**config.mk**
```make
export PLATFORM = sky130hd
export DESIGN_NAME = sdf_bf2_stage_flat
export DESIGN_NICKNAME = d
export VERILOG_FILES = /design/src/rtl/sdf_bf2_stage_if.sv /design/src/rtl/sdf_bf2_stage.sv /design/src/flat_wrapper.sv
export SDC_FILE = /design/constraint.sdc
export NUM_CORES = 1
export LEC_CHECK = 0
export BUFFER_PORTS_ARGS = -buffer_cell sky130_fd_sc_hd__buf_2
export CORE_MARGIN = 3
export CORE_UTILIZATION = 50
export CTS_CLUSTER_DIAMETER = 40
export DETAILED_ROUTE_END_ITERATION = 10
export GPL_TIMING_DRIVEN = 0
export MAX_ROUTING_LAYER = met4
export PLACE_DENSITY = 0.67
export RECOVER_POWER = 50
export REMOVE_ABC_BUFFERS = 1
export SLEW_MARGIN = 20
export SYNTH_ARGS = -nofsm -noshare
export SYNTH_HDL_FRONTEND = slang
export SYNTH_SLANG_ARGS = --single-unit
```
**constraint.sdc**
```tcl
create_clock -name clk -period 7.85 [get_ports clk]
set_clock_uncertainty 0.15 [all_clocks]
set_input_delay 0.785 -clock clk [delete_from_list [all_inputs] [get_ports clk]]
set_output_delay 0.785 -clock clk [all_outputs]
set_load 0.1 [all_outputs]
```
**src/rtl/sdf_bf2_stage_if.sv**
```systemverilog
// Sample stream bundle between pipeline FFT stages: valid, start-of-frame,
// and one complex sample.
interface sdf_bf2_stage_if #(
  parameter int unsigned WIDTH = 16
);
  logic             valid;
  logic             sop;
  logic [WIDTH-1:0] re;
  logic [WIDTH-1:0] im;

  modport master (output valid, sop, re, im);
  modport slave  (input  valid, sop, re, im);
endinterface

```
**src/rtl/sdf_bf2_stage.sv**
```systemverilog
// Radix-2 single-path delay-feedback butterfly stage: a DELAY-deep feedback
// buffer pairs samples half a frame apart and emits scaled sums, then diffs.
module sdf_bf2_stage #(
  parameter int unsigned WIDTH = 16,
  parameter int unsigned DELAY = 4,
  parameter int unsigned INDEX = 2
) (
  input  logic             clk,
  input  logic             rst,
  sdf_bf2_stage_if.slave   in_s,
  sdf_bf2_stage_if.master  out_m
);

  localparam int unsigned CW    = INDEX + 1;
  localparam int unsigned FRAME = 2 * DELAY;

  logic [CW-1:0]    cnt_q, cnt_d, cnt_eff;
  logic             primed_q, primed_d;
  logic [INDEX-1:0] ptr_q;
  logic [WIDTH-1:0] fb_re_q [DELAY];
  logic [WIDTH-1:0] fb_im_q [DELAY];
  logic [WIDTH-1:0] head_re, head_im, wr_re, wr_im;
  logic [WIDTH:0]   sum_re, sum_im, dif_re, dif_im;
  logic             resync, half1, last;
  logic             out_valid_q, out_sop_q, out_valid_d, out_sop_d;
  logic [WIDTH-1:0] out_re_q, out_im_q, out_re_d, out_im_d;

  // Butterfly datapath, frame sequencing and output selection.
  always_comb begin
    head_re = fb_re_q[ptr_q];
    head_im = fb_im_q[ptr_q];
    cnt_eff = in_s.sop ? '0 : cnt_q;
    resync  = in_s.valid && in_s.sop && (cnt_q != '0);
    half1   = cnt_eff[INDEX];
    last    = (cnt_eff == CW'(FRAME - 1));
    // Widened by one bit so the halving never overflows.
    sum_re  = {head_re[WIDTH-1], head_re} + {in_s.re[WIDTH-1], in_s.re};
    sum_im  = {head_im[WIDTH-1], head_im} + {in_s.im[WIDTH-1], in_s.im};
    dif_re  = {head_re[WIDTH-1], head_re} - {in_s.re[WIDTH-1], in_s.re};
    dif_im  = {head_im[WIDTH-1], head_im} - {in_s.im[WIDTH-1], in_s.im};

    cnt_d       = cnt_q;
    primed_d    = primed_q;
    wr_re       = in_s.re;
    wr_im       = in_s.im;
    out_valid_d = 1'b0;
    out_sop_d   = 1'b0;
    out_re_d    = out_re_q;
    out_im_d    = out_im_q;

    if (in_s.valid) begin
      cnt_d = last ? '0 : cnt_eff + CW'(1);
      if (half1) begin
        out_valid_d = 1'b1;
        out_sop_d   = (cnt_eff == CW'(DELAY));
        out_re_d    = sum_re[WIDTH:1];
        out_im_d    = sum_im[WIDTH:1];
        wr_re       = dif_re[WIDTH:1];
        wr_im       = dif_im[WIDTH:1];
        if (last) primed_d = 1'b1;
      end else begin
        primed_d    = primed_q && !resync;
        out_valid_d = primed_d;
        out_re_d    = head_re;
        out_im_d    = head_im;
      end
    end
  end

  always_ff @(posedge clk) begin
    if (rst) begin
      cnt_q       <= '0;
      primed_q    <= 1'b0;
      ptr_q       <= '0;
      out_valid_q <= 1'b0;
      out_sop_q   <= 1'b0;
      out_re_q    <= '0;
      out_im_q    <= '0;
      for (int unsigned i = 0; i < DELAY; i++) begin
        fb_re_q[i] <= '0;
        fb_im_q[i] <= '0;
      end
    end else begin
      cnt_q       <= cnt_d;
      primed_q    <= primed_d;
      out_valid_q <= out_valid_d;
      out_sop_q   <= out_sop_d;
      out_re_q    <= out_re_d;
      out_im_q    <= out_im_d;
      // Rotating pointer: the head is always the entry written DELAY samples ago.
      if (in_s.valid) begin
        fb_re_q[ptr_q] <= wr_re;
        fb_im_q[ptr_q] <= wr_im;
        ptr_q          <= ptr_q + INDEX'(1);
      end
    end
  end

  assign out_m.valid = out_valid_q;
  assign out_m.sop   = out_sop_q;
  assign out_m.re    = out_re_q;
  assign out_m.im    = out_im_q;

endmodule

```
**src/flat_wrapper.sv**
```systemverilog
// flat-port wrapper written by rule: the top's interface ports become plain ports
module sdf_bf2_stage_flat 
#(
  parameter int unsigned WIDTH = 16,
  parameter int unsigned DELAY = 4,
  parameter int unsigned INDEX = 2
)
  (clk, rst, in_s_valid, in_s_sop, in_s_re, in_s_im, out_m_valid, out_m_sop, out_m_re, out_m_im);
  sdf_bf2_stage_if #(.WIDTH(WIDTH)) in_s_i ();
  sdf_bf2_stage_if #(.WIDTH(WIDTH)) out_m_i ();
  input  logic clk;
  input  logic rst;
  input wire logic [$bits(in_s_i.valid)-1:0] in_s_valid;
  input wire logic [$bits(in_s_i.sop)-1:0] in_s_sop;
  input wire logic [$bits(in_s_i.re)-1:0] in_s_re;
  input wire logic [$bits(in_s_i.im)-1:0] in_s_im;
  output wire logic [$bits(out_m_i.valid)-1:0] out_m_valid;
  output wire logic [$bits(out_m_i.sop)-1:0] out_m_sop;
  output wire logic [$bits(out_m_i.re)-1:0] out_m_re;
  output wire logic [$bits(out_m_i.im)-1:0] out_m_im;
  assign in_s_i.valid = in_s_valid;
  assign in_s_i.sop = in_s_sop;
  assign in_s_i.re = in_s_re;
  assign in_s_i.im = in_s_im;
  assign out_m_valid = out_m_i.valid;
  assign out_m_sop = out_m_i.sop;
  assign out_m_re = out_m_i.re;
  assign out_m_im = out_m_i.im;
  sdf_bf2_stage #(.WIDTH(WIDTH), .DELAY(DELAY), .INDEX(INDEX)) u_core (.clk(clk), .rst(rst), .in_s(in_s_i), .out_m(out_m_i));
endmodule
```
# After elaboration in Yosys (flattened, before gate mapping)
# Memory sizes are Yosys's and may differ from the RTL's. A register that Yosys moved wholly into a read port is not among the register bits.
# Cells that the tools add are included.
# Widths: inputs -> output; s select.
# classes
multipliers	0
add_sub_neg	6
bitwise	2
mux	26
order_cmp	0
eq_ne	3
shift	0
n_reduce_logical	10
div	0
# ops
operator	n
$mux 16	8
$add 16x16->17	2
$sub 16x16->17	2
$reduce_or 16->1	2
$mux 2	6
$mux 1	10
$eq 3x3->1 const B	2
$mux 3	2
$add 3x1->3 const B	1
$logic_and 1x1->1	3
$reduce_bool 3->1	1
$reduce_or 3->1	1
$add 2x1->2 const B	1
$ne 2x2->1 const B	1
$not 1->1	2
$reduce_and 2->1	1
$reduce_or 2->1	1
$logic_not 1->1	1
# totals
mem_count	2
register_bits	40
rom_bits	0
mem_bits_rw	128
latch_bits	0
inputBits	36
wordCells	56
# memory_table
memory	words	width	rd	rd_clocked_by_memory_dff	write_ports	line	text
u_core.fb_im_q	4	16	1	1	4	sdf_bf2_stage.sv:21	logic [WIDTH-1:0] fb_im_q [DELAY];
u_core.fb_re_q	4	16	1	1	4	sdf_bf2_stage.sv:20	logic [WIDTH-1:0] fb_re_q [DELAY];

# Logic depth before layout (Yosys ltp)
# Gate-level depths: netlist of run 1.
# depth
depth_word	5
ltp_mapped	13
mapped_depth_nobuf	10

# Least setup slack after synthesis of run 1
# Ideal clock, no wire load.
# synth_timing
path_type	register to register
from	register with a tool-made name
to	memory u_core.fb_re_q[2][10], data pin
path_slack_ps	4022
path_stages_with_launch	14
period_less_slack_ps	3828
t_arrival_ps	3413
n_path_buf	4
cell_sequence	dfxtp_1 > buf_6 > buf_2 > buf_2 > mux4_2 > ha_1 > clkbuf_1 > nand2_1 > o21a_1 > a31o_2 > or3_1 > nand4_1 > o311a_1 > nor2_1
# synth_rtl
item	line
end, declared	sdf_bf2_stage.sv:20

==> impl_results.html, run 1 <==
<table>
<tr><th>Metric</th><th>Value</th></tr>
<tr><th colspan="2">Outcome</th></tr>
<tr><td>Run status</td><td>finished, violations left</td></tr>
<tr><td>Failing checks</td><td>max-capacitance violations, max-slew violations</td></tr>
<tr><th colspan="2">STA</th></tr>
<tr><td>Min Tclk post-route</td><td>5865 ps</td></tr>
<tr><td>Fin Setup TNS</td><td>0 ps</td></tr>
<tr><td>Worst slew pin tran</td><td>2367 ps</td></tr>
<tr><td>Final WS setup</td><td>1985 ps</td></tr>
<tr><td>Pins Over Slew Limit</td><td>109</td></tr>
<tr><td>Final hold violations</td><td>0</td></tr>
<tr><td>Setup violation total in the final timing report</td><td>0</td></tr>
<tr><td>Achievable frequency</td><td>170.5 MHz</td></tr>
<tr><td>Headroom to the max-slew limit</td><td>-58.04%</td></tr>
<tr><td>Final Cycle Share</td><td>74.72%</td></tr>
<tr><td>RSZ-0062 raised after global routing</td><td>no</td></tr>
<tr><th colspan="2">Power and ir drop</th></tr>
<tr><td>Switching Power</td><td>0.0009134 W</td></tr>
<tr><td>Power per cell area</td><td>227.1 nW/µm²</td></tr>
<tr><td>Worst VDD drop</td><td>0.0001610 V</td></tr>
<tr><td>Sequential share of power</td><td>39.8%</td></tr>
<tr><td>Combinational fraction of design power</td><td>29.8%</td></tr>
<tr><td>Leakage power</td><td>4.749 nW</td></tr>
<tr><td>Cell internal pwr</td><td>0.001759 W</td></tr>
<tr><td>Switch share</td><td>34.18%</td></tr>
<tr><td>Clock network fraction of total power</td><td>30.4%</td></tr>
<tr><th colspan="2">Layout</th></tr>
<tr><td>Antenna fix cells</td><td>0</td></tr>
<tr><td>Fill count</td><td>1842</td></tr>
<tr><td>Layout-stage area growth over the synthesis result</td><td>10.95%</td></tr>
<tr><td>Fraction of final layout cells sized beyond drive strength 1</td><td>11.07%</td></tr>
<tr><td>Highest-count cells in the layout ignoring fill and taps</td><td>sky130_fd_sc_hd__nor2_1 (168), sky130_fd_sc_hd__edfxtp_1 (128), sky130_fd_sc_hd__inv_1 (75), sky130_fd_sc_hd__ha_1 (71), sky130_fd_sc_hd__nand2_1 (63)</td></tr>
<tr><td>Most frequent standard cell in the layout excluding fill and tap cells</td><td>sky130_fd_sc_hd__nor2_1</td></tr>
<tr><td>Final net count</td><td>1209</td></tr>
<tr><th colspan="2">CTS</th></tr>
<tr><td>Resized Gates After CTS</td><td>0</td></tr>
<tr><td>Bufs on Longest Clock Path</td><td>2</td></tr>
<tr><td>Sinks on Clock Net</td><td>170</td></tr>
<tr><td>Setup fix buffers added after clock tree synthesis</td><td>0</td></tr>
<tr><td>Root Buffer Master</td><td>sky130_fd_sc_hd__clkbuf_16</td></tr>
<tr><td>Later-pin clock latency in the skew report</td><td>430 ps</td></tr>
<tr><td>CTS tree</td><td>done</td></tr>
<tr><td>CTS H-tree lvls</td><td>4</td></tr>
<tr><td>Cts bufs inserted</td><td>17</td></tr>
<tr><td>Hold buffers post-CTS</td><td>0</td></tr>
<tr><td>Clock transition at the registers of the reported paths</td><td>60 ps</td></tr>
<tr><th colspan="2">Synthesis</th></tr>
<tr><td>Number of register bits inferred by synthesis</td><td>170</td></tr>
<tr><td>Most area-consuming cells after synthesis</td><td>sky130_fd_sc_hd__edfxtp_1 (36%), sky130_fd_sc_hd__ha_1 (8.4%), sky130_fd_sc_hd__dfxtp_1 (7.9%)</td></tr>
<tr><td>Part of the Yosys area used for sequential elements</td><td>44.16%</td></tr>
<tr><td>Gate Count Post-Synth</td><td>1063</td></tr>
<tr><td>Distinct cell type count of the synthesized netlist</td><td>72</td></tr>
<tr><td>Avg Cell Area, Syn</td><td>9.979 µm²</td></tr>
<tr><td>Share of flip-flops with an asynchronous set or reset</td><td>0%</td></tr>
<tr><td>Library cell with the largest summed area after synthesis</td><td>sky130_fd_sc_hd__edfxtp_1</td></tr>
<tr><td>Yosys top cell area share</td><td>36.23%</td></tr>
<tr><td>Post-Syn Area</td><td>10610 µm²</td></tr>
<tr><td>Number of enable-type register cells in the synthesized netlist</td><td>128</td></tr>
<tr><td>Most frequently used flop master after synthesis</td><td>sky130_fd_sc_hd__edfxtp_1</td></tr>
<tr><td>Yosys Warn Count</td><td>0</td></tr>
<tr><th colspan="2">Drt</th></tr>
<tr><td>Routed wire length</td><td>28480 µm</td></tr>
<tr><td>Post-detailed-route count of antenna-violating nets</td><td>0</td></tr>
<tr><td>Via count</td><td>8332</td></tr>
<tr><td>DR DRC count</td><td>0</td></tr>
<tr><td>Length of routed met2 wiring</td><td>13430 µm</td></tr>
<tr><td>Number of search-and-repair iterations in the first detailed-routing pass</td><td>5</td></tr>
<tr><td>Met3 Routed Length</td><td>1997 µm</td></tr>
<tr><td>Detailed Route Iter0 Violations</td><td>787</td></tr>
<tr><td>Top layer reached by signal wires</td><td>met4</td></tr>
<tr><td>Wire length the detailed router placed on met1</td><td>12610 µm</td></tr>
<tr><td>Average via count per standard cell</td><td>6.033</td></tr>
<tr><td>WL/cell</td><td>20.62 µm</td></tr>
<tr><th colspan="2">Setup path</th></tr>
<tr><td>Critical path arrival</td><td>5840 ps</td></tr>
<tr><td>Crit end category</td><td>flop</td></tr>
<tr><td>Maximum fanout encountered on the critical timing path</td><td>42</td></tr>
<tr><td>Endpoint required time on the critical path</td><td>7820 ps</td></tr>
<tr><td>Startpoint types</td><td>input pin</td></tr>
<tr><td>Reg-to-reg slack, setup</td><td>2380 ps</td></tr>
<tr><td>Worst setup path category</td><td>in2reg</td></tr>
<tr><th colspan="2">Global routing</th></tr>
<tr><td>Vias in the first global route</td><td>8031</td></tr>
<tr><td>Antenna violations before repair</td><td>0</td></tr>
<tr><td>Maximum number of pins on one net before global-route repair</td><td>43</td></tr>
<tr><td>Total routing usage reported by global routing</td><td>26.30%</td></tr>
<tr><td>Wire length of the first global-routing pass</td><td>44820 µm</td></tr>
<tr><td>Global-route congestion overflow total</td><td>0</td></tr>
<tr><th colspan="2">Placed design</th></tr>
<tr><td>Setup slack after placement</td><td>3478 ps</td></tr>
<tr><td>Final GP Congestion</td><td>0.8770</td></tr>
<tr><td>Hpwl dp</td><td>19220 µm</td></tr>
<tr><td>Number of buffers added on ports</td><td>69</td></tr>
<tr><th colspan="2">Die</th></tr>
<tr><td>Die H</td><td>151.7 µm</td></tr>
<tr><td>I/O pin count</td><td>70</td></tr>
<tr><td>Effective utilization at floorplan</td><td>51.59%</td></tr>
<tr><td>Core area</td><td>20560 µm²</td></tr>
<tr><td>Die X-Extent</td><td>151.7 µm</td></tr>
<tr><td>Die Footprint</td><td>23000 µm²</td></tr>
<tr><td>Total number of placement rows</td><td>52</td></tr>
<tr><th colspan="2">Flow run</th></tr>
<tr><td>Maximum Capacitance Violations</td><td>3</td></tr>
<tr><th colspan="2">Min path</th></tr>
<tr><td>Path class of the lowest-slack min-delay path</td><td>reg2reg</td></tr>
</table>
-- synthesized netlist by cell type, types with 7 or more instances --
library cell,count
sky130_fd_sc_hd__nand2_1,63
sky130_fd_sc_hd__o21ai_0,33
sky130_fd_sc_hd__buf_2,7
sky130_fd_sc_hd__nor2_1,172
sky130_fd_sc_hd__nor4_1,10
sky130_fd_sc_hd__a311oi_1,8
sky130_fd_sc_hd__o31ai_1,7
sky130_fd_sc_hd__clkbuf_1,50
sky130_fd_sc_hd__xnor2_1,31
sky130_fd_sc_hd__xor2_1,10
sky130_fd_sc_hd__a211oi_1,8
sky130_fd_sc_hd__or3_1,8
sky130_fd_sc_hd__edfxtp_1,128
sky130_fd_sc_hd__a21o_1,19
sky130_fd_sc_hd__o22ai_1,12
sky130_fd_sc_hd__a31oi_1,10
sky130_fd_sc_hd__o211ai_1,8
sky130_fd_sc_hd__a21oi_1,59
sky130_fd_sc_hd__mux4_2,32
sky130_fd_sc_hd__nor2b_1,22
sky130_fd_sc_hd__o21bai_1,8
sky130_fd_sc_hd__nand2b_1,17
sky130_fd_sc_hd__nand3_1,13
sky130_fd_sc_hd__dfxtp_1,42
sky130_fd_sc_hd__nor3_1,31
sky130_fd_sc_hd__ha_1,71
sky130_fd_sc_hd__a221oi_1,9
sky130_fd_sc_hd__inv_1,76
-- stage by stage --
stage | power, W | hold slack (ps) | cells | cell area [µm²] | util (%)
after floorplan | 0.001670 | 320.4 | 999 | 10350 | -
after global placement | 0.001851 | 284.2 | 1338 | 11030 | 53.67
after detailed placement | 0.001874 | 290.8 | 1349 | 11350 | 55.19
after CTS | 0.002677 | 305.9 | 1381 | 11900 | 57.89
after global routing | 0.002790 | 342.2 | 1381 | 11770 | 57.24
final | 0.002672 | 305.5 | 1381 | 11770 | 57.24
-- metal layers --
metal	track usage, %	vias to the layer above
met1	35.74	4047
met4	6.020	0
li1	-	3939
met3	4.878	29
met2	41.53	317
met5	-	-
-- power by group through the flow --
stage	registers (W)	logic, W	clock network [W]
CTS	0.00106	0.000798	0.000816
detailed placement	0.00108	0.000792	0
finish	0.00106	0.000797	0.000812
floorplan	0.00118	0.000491	0
global placement	0.00109	0.000766	0
global route	0.00107	0.000865	0.000855
-- registers in the layout, summed over array words and instances (netlist names), named ones only --
name / flops
u_core.primed_q: 1
u_core.fb_re_q: 64
u_core.cnt_q: 3
u_core.out_m.im: 16
u_core.ptr_q: 2
u_core.out_m.re: 16
u_core.fb_im_q: 64
u_core.out_m.sop: 1
u_core.out_m.valid: 1
-- worst max-delay path, cell delays in order --
cell                       delay, ps
sky130_fd_sc_hd__clkbuf_1       1540
sky130_fd_sc_hd__nand2b_1        640
sky130_fd_sc_hd__clkbuf_1        710
sky130_fd_sc_hd__nor2_1          260
sky130_fd_sc_hd__nand2_1         420
sky130_fd_sc_hd__clkbuf_1        660
sky130_fd_sc_hd__nand2b_2        530
sky130_fd_sc_hd__buf_12          260
-- cell families after synthesis --
family | share of synthesized area (%)
buf+inv | 5.107
flops | 44.16
simple gates | 15.96
fa+ha+maj | 9.130
mux | 7.573
compound gates | 14.69
xor+xnor | 3.385
-- path summary, 6_finish.rpt --
path | from | endpoint | depth (start not counted)
worst min register to register | u_core.out_m.im[14] | u_core.out_m.im[14] | 2
worst min-delay path | u_core.out_m.im[14] | u_core.out_m.im[14] | 2
worst max register to register | flop | u_core.fb_im_q[2][13] | 10
worst max-delay path | in_s_valid | u_core.fb_re_q[2][13] | 8
-- final cells by class --
class / count / area, µm² / share of cell area (%)
tap: 270 / 337.8 / 2.871
multi-input combinational: 753 / 5399 / 45.87
clock buffer: 21 / 460.4 / 3.912
sequential: 170 / 4686 / 39.81
inverter: 76 / 285.3 / 2.424
timing repair buffer: 80 / 505.5 / 4.295
clock inverter: 11 / 95.09 / 0.8080
No activity file was read; power rests on OpenSTA's default activity.
==> run 2: changes to the inputs <==
Settings changed: ABC_AREA set to 1, PLACE_DENSITY 0.67 to 0.69.
Clock period 7.85 ns to 5.19 ns, I/O delays scaled along.
==> impl_results.html, run 2 <==
<table>
<tr><th>Metric</th><th>Value</th></tr>
<tr><th colspan="2">Outcome</th></tr>
<tr><td>Run status</td><td>finished, violations left (unchanged)</td></tr>
<tr><td>Failing checks</td><td>max-capacitance violations, max-slew violations (unchanged)</td></tr>
<tr><th colspan="2">Synthesis</th></tr>
<tr><td>Most frequently used flop master after synthesis</td><td>sky130_fd_sc_hd__edfxtp_1 (unchanged)</td></tr>
<tr><td>Number of enable-type register cells in the synthesized netlist</td><td>128 (unchanged)</td></tr>
<tr><td>Most frequent cells after synthesis</td><td>sky130_fd_sc_hd__nand2_1 (260), sky130_fd_sc_hd__nor2_1 (247), sky130_fd_sc_hd__inv_1 (136) (was sky130_fd_sc_hd__nor2_1 (172), sky130_fd_sc_hd__edfxtp_1 (128), sky130_fd_sc_hd__inv_1 (76))</td></tr>
<tr><td>Avg Cell Area, Syn</td><td>7.823 µm² (was 9.979 µm²)</td></tr>
<tr><td>Part of the Yosys area used for sequential elements</td><td>42.62% (was 44.16%)</td></tr>
<tr><td>Gate Count Post-Synth</td><td>1405 (was 1063)</td></tr>
<tr><td>Share of flip-flops with an asynchronous set or reset</td><td>0% (unchanged)</td></tr>
<tr><td>Distinct cell type count of the synthesized netlist</td><td>43 (was 72)</td></tr>
<tr><td>Yosys Warn Count</td><td>0 (unchanged)</td></tr>
<tr><td>Yosys top cell area share</td><td>34.97% (was 36.23%)</td></tr>
<tr><td>Most area-consuming cells after synthesis</td><td>sky130_fd_sc_hd__edfxtp_1 (35%), sky130_fd_sc_hd__nand2_1 (8.9%), sky130_fd_sc_hd__nor2_1 (8.4%) (was sky130_fd_sc_hd__edfxtp_1 (36%), sky130_fd_sc_hd__ha_1 (8.4%), sky130_fd_sc_hd__dfxtp_1 (7.9%))</td></tr>
<tr><td>Number of register bits inferred by synthesis</td><td>170 (unchanged)</td></tr>
<tr><td>Library cell with the largest summed area after synthesis</td><td>sky130_fd_sc_hd__edfxtp_1 (unchanged)</td></tr>
<tr><td>Post-Syn Area</td><td>10990 µm² (was 10610 µm²)</td></tr>
<tr><td>Most frequent cell after synthesis</td><td>sky130_fd_sc_hd__nand2_1 (was sky130_fd_sc_hd__nor2_1)</td></tr>
<tr><th colspan="2">Global routing</th></tr>
<tr><td>Global-route congestion overflow total</td><td>0 (unchanged)</td></tr>
<tr><td>Total routing usage reported by global routing</td><td>24.48% (was 26.30%)</td></tr>
<tr><td>Antenna violations before repair</td><td>0 (unchanged)</td></tr>
<tr><td>Vias in the first global route</td><td>8956 (was 8031)</td></tr>
<tr><td>Wire length of the first global-routing pass</td><td>46040 µm (was 44820 µm)</td></tr>
<tr><td>Maximum number of pins on one net before global-route repair</td><td>66 (was 43)</td></tr>
<tr><th colspan="2">Drt</th></tr>
<tr><td>Average via count per standard cell</td><td>5.558 (was 6.033)</td></tr>
<tr><td>Via count</td><td>9605 (was 8332)</td></tr>
<tr><td>Number of search-and-repair iterations in the first detailed-routing pass</td><td>5 (unchanged)</td></tr>
<tr><td>Routed wire length</td><td>28770 µm (was 28480 µm)</td></tr>
<tr><td>DR DRC count</td><td>0 (unchanged)</td></tr>
<tr><td>WL/cell</td><td>16.65 µm (was 20.62 µm)</td></tr>
<tr><td>Detailed Route Iter0 Violations</td><td>984 (was 787)</td></tr>
<tr><td>Post-detailed-route count of antenna-violating nets</td><td>0 (unchanged)</td></tr>
<tr><th colspan="2">Placed design</th></tr>
<tr><td>Final GP Congestion</td><td>0.9328 (was 0.8770)</td></tr>
<tr><td>Placed Instances</td><td>1696 (was 1349)</td></tr>
<tr><td>Hpwl dp</td><td>19150 µm (was 19220 µm)</td></tr>
<tr><td>Number of buffers added on ports</td><td>69 (unchanged)</td></tr>
<tr><th colspan="2">Layout</th></tr>
<tr><td>Most frequent standard cell in the layout excluding fill and tap cells</td><td>sky130_fd_sc_hd__nand2_1 (was sky130_fd_sc_hd__nor2_1)</td></tr>
<tr><td>Antenna fix cells</td><td>0 (unchanged)</td></tr>
<tr><td>Count of placed standard cells in the final layout, fillers left out</td><td>1728 (was 1381)</td></tr>
<tr><td>Fraction of final layout cells sized beyond drive strength 1</td><td>9.498% (was 11.07%)</td></tr>
<tr><td>Highest-count cells in the layout ignoring fill and taps</td><td>sky130_fd_sc_hd__nand2_1 (259), sky130_fd_sc_hd__nor2_1 (247), sky130_fd_sc_hd__inv_1 (138), sky130_fd_sc_hd__edfxtp_1 (128), sky130_fd_sc_hd__a21oi_1 (84) (was sky130_fd_sc_hd__nor2_1 (168), sky130_fd_sc_hd__edfxtp_1 (128), sky130_fd_sc_hd__inv_1 (75), sky130_fd_sc_hd__ha_1 (71), sky130_fd_sc_hd__nand2_1 (63))</td></tr>
<tr><td>Largest registers</td><td>u_core.fb_im_q (64), u_core.fb_re_q (64) (unchanged)</td></tr>
<tr><td>Final net count</td><td>1551 (was 1209)</td></tr>
<tr><td>Layout-stage area growth over the synthesis result</td><td>10.03% (was 10.95%)</td></tr>
<tr><th colspan="2">CTS</th></tr>
<tr><td>CTS H-tree lvls</td><td>4 (unchanged)</td></tr>
<tr><td>Resized Gates After CTS</td><td>0 (unchanged)</td></tr>
<tr><td>Bufs on Longest Clock Path</td><td>2 (unchanged)</td></tr>
<tr><td>Cts bufs inserted</td><td>17 (unchanged)</td></tr>
<tr><td>Clock transition at the registers of the reported paths</td><td>70 ps (was 60 ps)</td></tr>
<tr><td>Root Buffer Master</td><td>sky130_fd_sc_hd__clkbuf_16 (unchanged)</td></tr>
<tr><td>Setup fix buffers added after clock tree synthesis</td><td>0 (unchanged)</td></tr>
<tr><td>Sinks on Clock Net</td><td>170 (unchanged)</td></tr>
<tr><td>CTS tree</td><td>done (unchanged)</td></tr>
<tr><td>Later-pin clock latency in the skew report</td><td>440 ps (was 430 ps)</td></tr>
<tr><td>Hold buffers post-CTS</td><td>0 (unchanged)</td></tr>
<tr><th colspan="2">Setup path</th></tr>
<tr><td>Crit end category</td><td>flop (unchanged)</td></tr>
<tr><td>Critical path arrival</td><td>4890 ps (was 5840 ps)</td></tr>
<tr><td>Endpoint required time on the critical path</td><td>5140 ps (was 7820 ps)</td></tr>
<tr><td>Worst setup path category</td><td>in2reg (unchanged)</td></tr>
<tr><td>Maximum fanout encountered on the critical timing path</td><td>46 (was 42)</td></tr>
<tr><td>Reg-to-reg slack, setup</td><td>570 ps (was 2380 ps)</td></tr>
<tr><td>Startpoint types</td><td>input pin (unchanged)</td></tr>
<tr><th colspan="2">STA</th></tr>
<tr><td>RSZ-0062 raised after global routing</td><td>no (unchanged)</td></tr>
<tr><td>Pins Over Slew Limit</td><td>102 (was 109)</td></tr>
<tr><td>Final hold violations</td><td>0 (unchanged)</td></tr>
<tr><td>Achievable frequency</td><td>202.5 MHz</td></tr>
<tr><td>Headroom to the max-slew limit</td><td>-35.55% (was -58.04%)</td></tr>
<tr><td>Final Cycle Share</td><td>95.14%</td></tr>
<tr><td>Setup violation total in the final timing report</td><td>0 (unchanged)</td></tr>
<tr><td>Min Tclk post-route</td><td>4938 ps</td></tr>
<tr><td>Fin Setup TNS</td><td>0 ps (unchanged)</td></tr>
<tr><td>Worst slew pin tran</td><td>2026 ps (was 2367 ps)</td></tr>
<tr><th colspan="2">Die</th></tr>
<tr><td>Total number of placement rows</td><td>53 (was 52)</td></tr>
<tr><td>Die X-Extent</td><td>154.3 µm (was 151.7 µm)</td></tr>
<tr><td>I/O pin count</td><td>70 (unchanged)</td></tr>
<tr><td>Core area</td><td>21290 µm² (was 20560 µm²)</td></tr>
<tr><td>Die Footprint</td><td>23800 µm² (was 23000 µm²)</td></tr>
<tr><td>Effective utilization at floorplan</td><td>51.64% (was 51.59%)</td></tr>
<tr><td>Die H</td><td>154.3 µm (was 151.7 µm)</td></tr>
<tr><th colspan="2">Flow run</th></tr>
<tr><td>Maximum Capacitance Violations</td><td>3 (unchanged)</td></tr>
<tr><th colspan="2">Power and ir drop</th></tr>
<tr><td>Leakage power</td><td>5.397 nW (was 4.749 nW)</td></tr>
<tr><td>Worst VDD drop</td><td>0.0002517 V (was 0.0001610 V)</td></tr>
<tr><td>Power per cell area</td><td>336.8 nW/µm² (was 227.1 nW/µm²)</td></tr>
<tr><th colspan="2">Min path</th></tr>
<tr><td>Path class of the lowest-slack min-delay path</td><td>reg2reg (unchanged)</td></tr>
</table>
-- run 2: logic make-up (layout without fill, tap and decap cells) --
| kind of cell | count (synthesis) | in the layout | synth area share [%] |
|---|---|---|---|
| buffers and inverters | 220 | 268 | 7.832 |
| AND/OR/NAND/NOR | 653 | 653 | 25.19 |
| adder cells (fa/ha/maj) | 75 | 75 | 8.810 |
| AO/OA/AOI/OAI | 263 | 263 | 13.64 |
| flip-flops | 170 | 170 | 42.62 |
| XOR/XNOR | 24 | 24 | 1.912 |
-- run 2: final cells by class --
cell class	instances	area, µm²
clock buffer	22	464.2
clock inverter	10	117.6
fill	1998	9193
inverter	158	594.3
multi-input combinational	1015	5454
sequential	170	4690
tap	275	344.1
timing repair buffer	78	430.4
-- run 2: power by group --
part | internal [W] | total [W] | switching (W)
sequential | 0.00154 | 0.00158 | 0.0000419
clock | 0.000737 | 0.00129 | 0.000554
combinational | 0.000343 | 0.00120 | 0.000856
-- run 2: final timing paths --
path	cells past startpoint	endpoint	startpoint
min	2	u_core.out_m.re[14]	u_core.out_m.re[14]
min reg2reg	2	u_core.out_m.re[14]	u_core.out_m.re[14]
max reg2reg	12	u_core.fb_re_q[0][12]	flop
max	8	u_core.fb_im_q[0][10]	in_s_valid
-- run 2: metal layers --
metal  vias up  GRT usage [%]  wire length, µm
li1       4732              -                -
met1      4527          33.92            13130
met2       317          38.94            13440
met3        29          2.966             1829
met4         0          5.509              369
met5         -              -                0
-- run 2: stage by stage --
stage	worst slack [ps]	util (%)	cell area (µm²)	total power [W]	hold slack, ps
global route	36.92	56.82	12090	0.004255	318.9
global placement	-666.8	53.62	11410	0.002774	280.4
finish	252.4	56.82	12090	0.004073	298.9
CTS	1001	57.50	12240	0.004082	299.0
detailed placement	742.2	54.76	11660	0.002804	283.6
floorplan	1116	-	10720	0.002513	311.7
-- run 2: critical path: stages --
cell                       delay (ps)
sky130_fd_sc_hd__clkbuf_1         210
sky130_fd_sc_hd__inv_1            180
sky130_fd_sc_hd__nor2_4           790
sky130_fd_sc_hd__inv_1           1140
sky130_fd_sc_hd__nor2_1           490
sky130_fd_sc_hd__nand2_2          570
sky130_fd_sc_hd__nand2_1          590
sky130_fd_sc_hd__buf_6            350
==> run 3: changes to the inputs <==
Settings changed: ABC_AREA 1 to 0.
==> impl_results.html, run 3 (same netlist as run 1, synthesis figures left out) <==
<table>
<tr><th>Metric</th><th>Value</th></tr>
<tr><th colspan="2">Drt</th></tr>
<tr><td>Top layer reached by signal wires</td><td>met4 (unchanged)</td></tr>
<tr><td>Routed wire length</td><td>28830 µm (was 28770 µm)</td></tr>
<tr><td>Average via count per standard cell</td><td>6.129 (was 5.558)</td></tr>
<tr><td>Met3 Routed Length</td><td>1876 µm (was 1829 µm)</td></tr>
<tr><td>WL/cell</td><td>20.87 µm (was 16.65 µm)</td></tr>
<tr><td>DR DRC count</td><td>0 (unchanged)</td></tr>
<tr><td>Number of search-and-repair iterations in the first detailed-routing pass</td><td>5 (unchanged)</td></tr>
<tr><td>Wire length the detailed router placed on met1</td><td>12660 µm (was 13130 µm)</td></tr>
<tr><td>Post-detailed-route count of antenna-violating nets</td><td>0 (unchanged)</td></tr>
<tr><td>Via count</td><td>8464 (was 9605)</td></tr>
<tr><td>Length of routed met2 wiring</td><td>13670 µm (was 13440 µm)</td></tr>
<tr><td>Detailed Route Iter0 Violations</td><td>815 (was 984)</td></tr>
<tr><th colspan="2">Min path</th></tr>
<tr><td>HP Start</td><td>u_core.out_m.im[14] (was u_core.out_m.re[14])</td></tr>
<tr><td>Hold EP</td><td>u_core.out_m.im[14] (was u_core.out_m.re[14])</td></tr>
<tr><td>Path class of the lowest-slack min-delay path</td><td>reg2reg (unchanged)</td></tr>
<tr><td>Number of cells traversed by the worst hold path</td><td>2 (unchanged)</td></tr>
<tr><th colspan="2">Layout</th></tr>
<tr><td>Largest registers</td><td>u_core.fb_im_q (64), u_core.fb_re_q (64) (unchanged)</td></tr>
<tr><td>Final net count</td><td>1209 (was 1551)</td></tr>
<tr><td>Highest-count cells in the layout ignoring fill and taps</td><td>sky130_fd_sc_hd__nor2_1 (169), sky130_fd_sc_hd__edfxtp_1 (128), sky130_fd_sc_hd__inv_1 (75), sky130_fd_sc_hd__ha_1 (71), sky130_fd_sc_hd__nand2_1 (63) (was sky130_fd_sc_hd__nand2_1 (259), sky130_fd_sc_hd__nor2_1 (247), sky130_fd_sc_hd__inv_1 (138), sky130_fd_sc_hd__edfxtp_1 (128), sky130_fd_sc_hd__a21oi_1 (84))</td></tr>
<tr><td>Layout-stage area growth over the synthesis result</td><td>11.17% (was 10.03%)</td></tr>
<tr><td>Count of placed standard cells in the final layout, fillers left out</td><td>1381 (was 1728)</td></tr>
<tr><td>Fill count</td><td>1820 (was 1998)</td></tr>
<tr><td>Fraction of final layout cells sized beyond drive strength 1</td><td>11.52% (was 9.498%)</td></tr>
<tr><td>Most frequent standard cell in the layout excluding fill and tap cells</td><td>sky130_fd_sc_hd__nor2_1 (was sky130_fd_sc_hd__nand2_1)</td></tr>
<tr><td>Antenna fix cells</td><td>0 (unchanged)</td></tr>
<tr><th colspan="2">Die</th></tr>
<tr><td>Die X-Extent</td><td>151.7 µm (was 154.3 µm)</td></tr>
<tr><td>Die H</td><td>151.7 µm (was 154.3 µm)</td></tr>
<tr><td>Total number of placement rows</td><td>52 (was 53)</td></tr>
<tr><td>I/O pin count</td><td>70 (unchanged)</td></tr>
<tr><td>Core area</td><td>20560 µm² (was 21290 µm²)</td></tr>
<tr><td>Effective utilization at floorplan</td><td>51.59% (was 51.64%)</td></tr>
<tr><td>Die Footprint</td><td>23000 µm² (was 23800 µm²)</td></tr>
<tr><th colspan="2">CTS</th></tr>
<tr><td>Hold buffers post-CTS</td><td>0 (unchanged)</td></tr>
<tr><td>Sinks on Clock Net</td><td>170 (unchanged)</td></tr>
<tr><td>Later-pin clock latency in the skew report</td><td>440 ps (about the same)</td></tr>
<tr><td>Root Buffer Master</td><td>sky130_fd_sc_hd__clkbuf_16 (unchanged)</td></tr>
<tr><td>Clock transition at the registers of the reported paths</td><td>70 ps (about the same)</td></tr>
<tr><td>Setup fix buffers added after clock tree synthesis</td><td>0 (unchanged)</td></tr>
<tr><td>Resized Gates After CTS</td><td>0 (unchanged)</td></tr>
<tr><td>Cts bufs inserted</td><td>17 (unchanged)</td></tr>
<tr><td>CTS H-tree lvls</td><td>4 (unchanged)</td></tr>
<tr><td>Bufs on Longest Clock Path</td><td>2 (unchanged)</td></tr>
<tr><td>CTS tree</td><td>done (unchanged)</td></tr>
<tr><th colspan="2">Outcome</th></tr>
<tr><td>Failing checks</td><td>max-capacitance violations, max-slew violations (unchanged)</td></tr>
<tr><td>Run status</td><td>finished, violations left (unchanged)</td></tr>
<tr><th colspan="2">STA</th></tr>
<tr><td>Final Cycle Share</td><td>89.19% (was 95.14%)</td></tr>
<tr><td>Final hold violations</td><td>0 (unchanged)</td></tr>
<tr><td>Worst slew pin tran</td><td>1829 ps (was 2026 ps)</td></tr>
<tr><td>Achievable frequency</td><td>216.0 MHz (was 202.5 MHz)</td></tr>
<tr><td>RSZ-0062 raised after global routing</td><td>no (unchanged)</td></tr>
<tr><td>Setup violation total in the final timing report</td><td>0 (unchanged)</td></tr>
<tr><td>Final WS setup</td><td>561.0 ps (was 252.4 ps)</td></tr>
<tr><td>Headroom to the max-slew limit</td><td>-21.91% (was -35.55%)</td></tr>
<tr><td>Pins Over Slew Limit</td><td>58 (was 102)</td></tr>
<tr><td>Min Tclk post-route</td><td>4629 ps (was 4938 ps)</td></tr>
<tr><th colspan="2">Setup path</th></tr>
<tr><td>End of the worst register-to-register path</td><td>u_core.fb_im_q[1][13] (was u_core.fb_re_q[0][12])</td></tr>
<tr><td>Critical path arrival</td><td>4510 ps (was 4890 ps)</td></tr>
<tr><td>Endpoint required time on the critical path</td><td>5070 ps (was 5140 ps)</td></tr>
<tr><td>FF-to-FF path depth</td><td>10 (was 12)</td></tr>
<tr><td>Maximum fanout encountered on the critical timing path</td><td>36 (was 46)</td></tr>
<tr><td>Crit end category</td><td>flop (unchanged)</td></tr>
<tr><td>Startpoint types</td><td>input pin (unchanged)</td></tr>
<tr><td>Worst setup path category</td><td>in2reg (unchanged)</td></tr>
<tr><td>Reg-to-reg slack, setup</td><td>930 ps (was 570 ps)</td></tr>
<tr><th colspan="2">Placed design</th></tr>
<tr><td>Setup slack after placement</td><td>973.6 ps (was 742.2 ps)</td></tr>
<tr><td>Hpwl dp</td><td>19280 µm (was 19150 µm)</td></tr>
<tr><td>Final GP Congestion</td><td>0.9222 (was 0.9328)</td></tr>
<tr><td>Number of buffers added on ports</td><td>69 (unchanged)</td></tr>
<tr><td>Placed Instances</td><td>1349 (was 1696)</td></tr>
<tr><th colspan="2">Power and ir drop</th></tr>
<tr><td>Leakage power</td><td>4.775 nW (was 5.397 nW)</td></tr>
<tr><td>Power per cell area</td><td>352.0 nW/µm² (was 336.8 nW/µm²)</td></tr>
<tr><td>Worst VDD drop</td><td>0.0002460 V (was 0.0002517 V)</td></tr>
<tr><th colspan="2">Global routing</th></tr>
<tr><td>Antenna violations before repair</td><td>0 (unchanged)</td></tr>
<tr><td>Global-route congestion overflow total</td><td>0 (unchanged)</td></tr>
<tr><td>Maximum number of pins on one net before global-route repair</td><td>43 (was 66)</td></tr>
<tr><td>Wire length of the first global-routing pass</td><td>45020 µm (was 46040 µm)</td></tr>
<tr><td>Total routing usage reported by global routing</td><td>26.50% (was 24.48%)</td></tr>
<tr><td>Vias in the first global route</td><td>8078 (was 8956)</td></tr>
<tr><th colspan="2">Flow run</th></tr>
<tr><td>Maximum Capacitance Violations</td><td>2 (was 3)</td></tr>
</table>
## run 3: changes by cell type in the layout (fill, tap and decap cells not counted), moves of 25 or more
cell                      change
sky130_fd_sc_hd__inv_1       -63
sky130_fd_sc_hd__mux4_2      +32
sky130_fd_sc_hd__nand3_1     -63
sky130_fd_sc_hd__a21oi_1     -25
sky130_fd_sc_hd__nand2_1    -196
sky130_fd_sc_hd__o21ai_0     -47
sky130_fd_sc_hd__xnor2_1     +26
sky130_fd_sc_hd__nor2_1      -78
## run 3: cell type report
type,instances,area (µm²),share of cell area (%)
repair buffers,80,473.0,4.011
well taps,270,337.8,2.865
multi-input cells,753,5394,45.74
flip-flops and latches,170,4690,39.77
clock buffers,17,425.4,3.607
inverters,76,285.3,2.419
clock inverters,15,187.7,1.592
## run 3: worst max-delay path by stage
| stage | from | end | cells after the start |
|---|---|---|---|
| after global placement | in_s_sop | u_core.fb_im_q[2][10] | 9 |
| after CTS | flop | u_core.fb_im_q[0][11] | 10 |
| after floorplan | flop | u_core.fb_im_q[1][7] | 10 |
| after global routing | rst | u_core.fb_re_q[2][9] | 8 |
| after detailed placement | flop | u_core.fb_im_q[0][11] | 10 |
| final | rst | u_core.fb_re_q[2][9] | 8 |
## run 3: power breakdown
group / switching (W) / internal, W / total [W] / leakage [nW]
sequential: 0.0000538 / 0.00156 / 0.00161 / 1.68
clock: 0.000574 / 0.000768 / 0.00134 / 0.303
combinational: 0.000786 / 0.000413 / 0.00120 / 2.79
total: 0.00141 / 0.00274 / 0.00415 / 4.77
## run 3: stage by stage
| stage | area [µm²] | setup TNS, ps | total power, W | util [%] | hold slack (ps) |
|---|---|---|---|---|---|
| after detailed placement | 11300 | 0 | 0.002829 | 54.96 | 289.6 |
| after global placement | 11030 | -101020 | 0.002795 | 53.67 | 287.7 |
| after floorplan | 10350 | 0 | 0.002526 | - | 320.4 |
| final | 11790 | 0 | 0.004151 | 57.36 | 310.5 |
| after global routing | 11790 | 0 | 0.004325 | 57.36 | 334.0 |
| after CTS | 11910 | 0 | 0.004162 | 57.94 | 304.9 |
## run 3: critical path, cell delays in order
cell and delay, ps:
sky130_fd_sc_hd__clkbuf_2 750, sky130_fd_sc_hd__nand2b_1 410, sky130_fd_sc_hd__clkbuf_1 1110, sky130_fd_sc_hd__nor2_1 130, sky130_fd_sc_hd__nand2_1 380, sky130_fd_sc_hd__buf_12 250, sky130_fd_sc_hd__nand2b_1 350, sky130_fd_sc_hd__clkbuf_2 570
## run 3: layer usage
metal	vias up	GRT usage, %
met5	-	-
met4	0	7.053
met3	49	4.253
met2	323	41.64
met1	4152	36.20
li1	3940	-
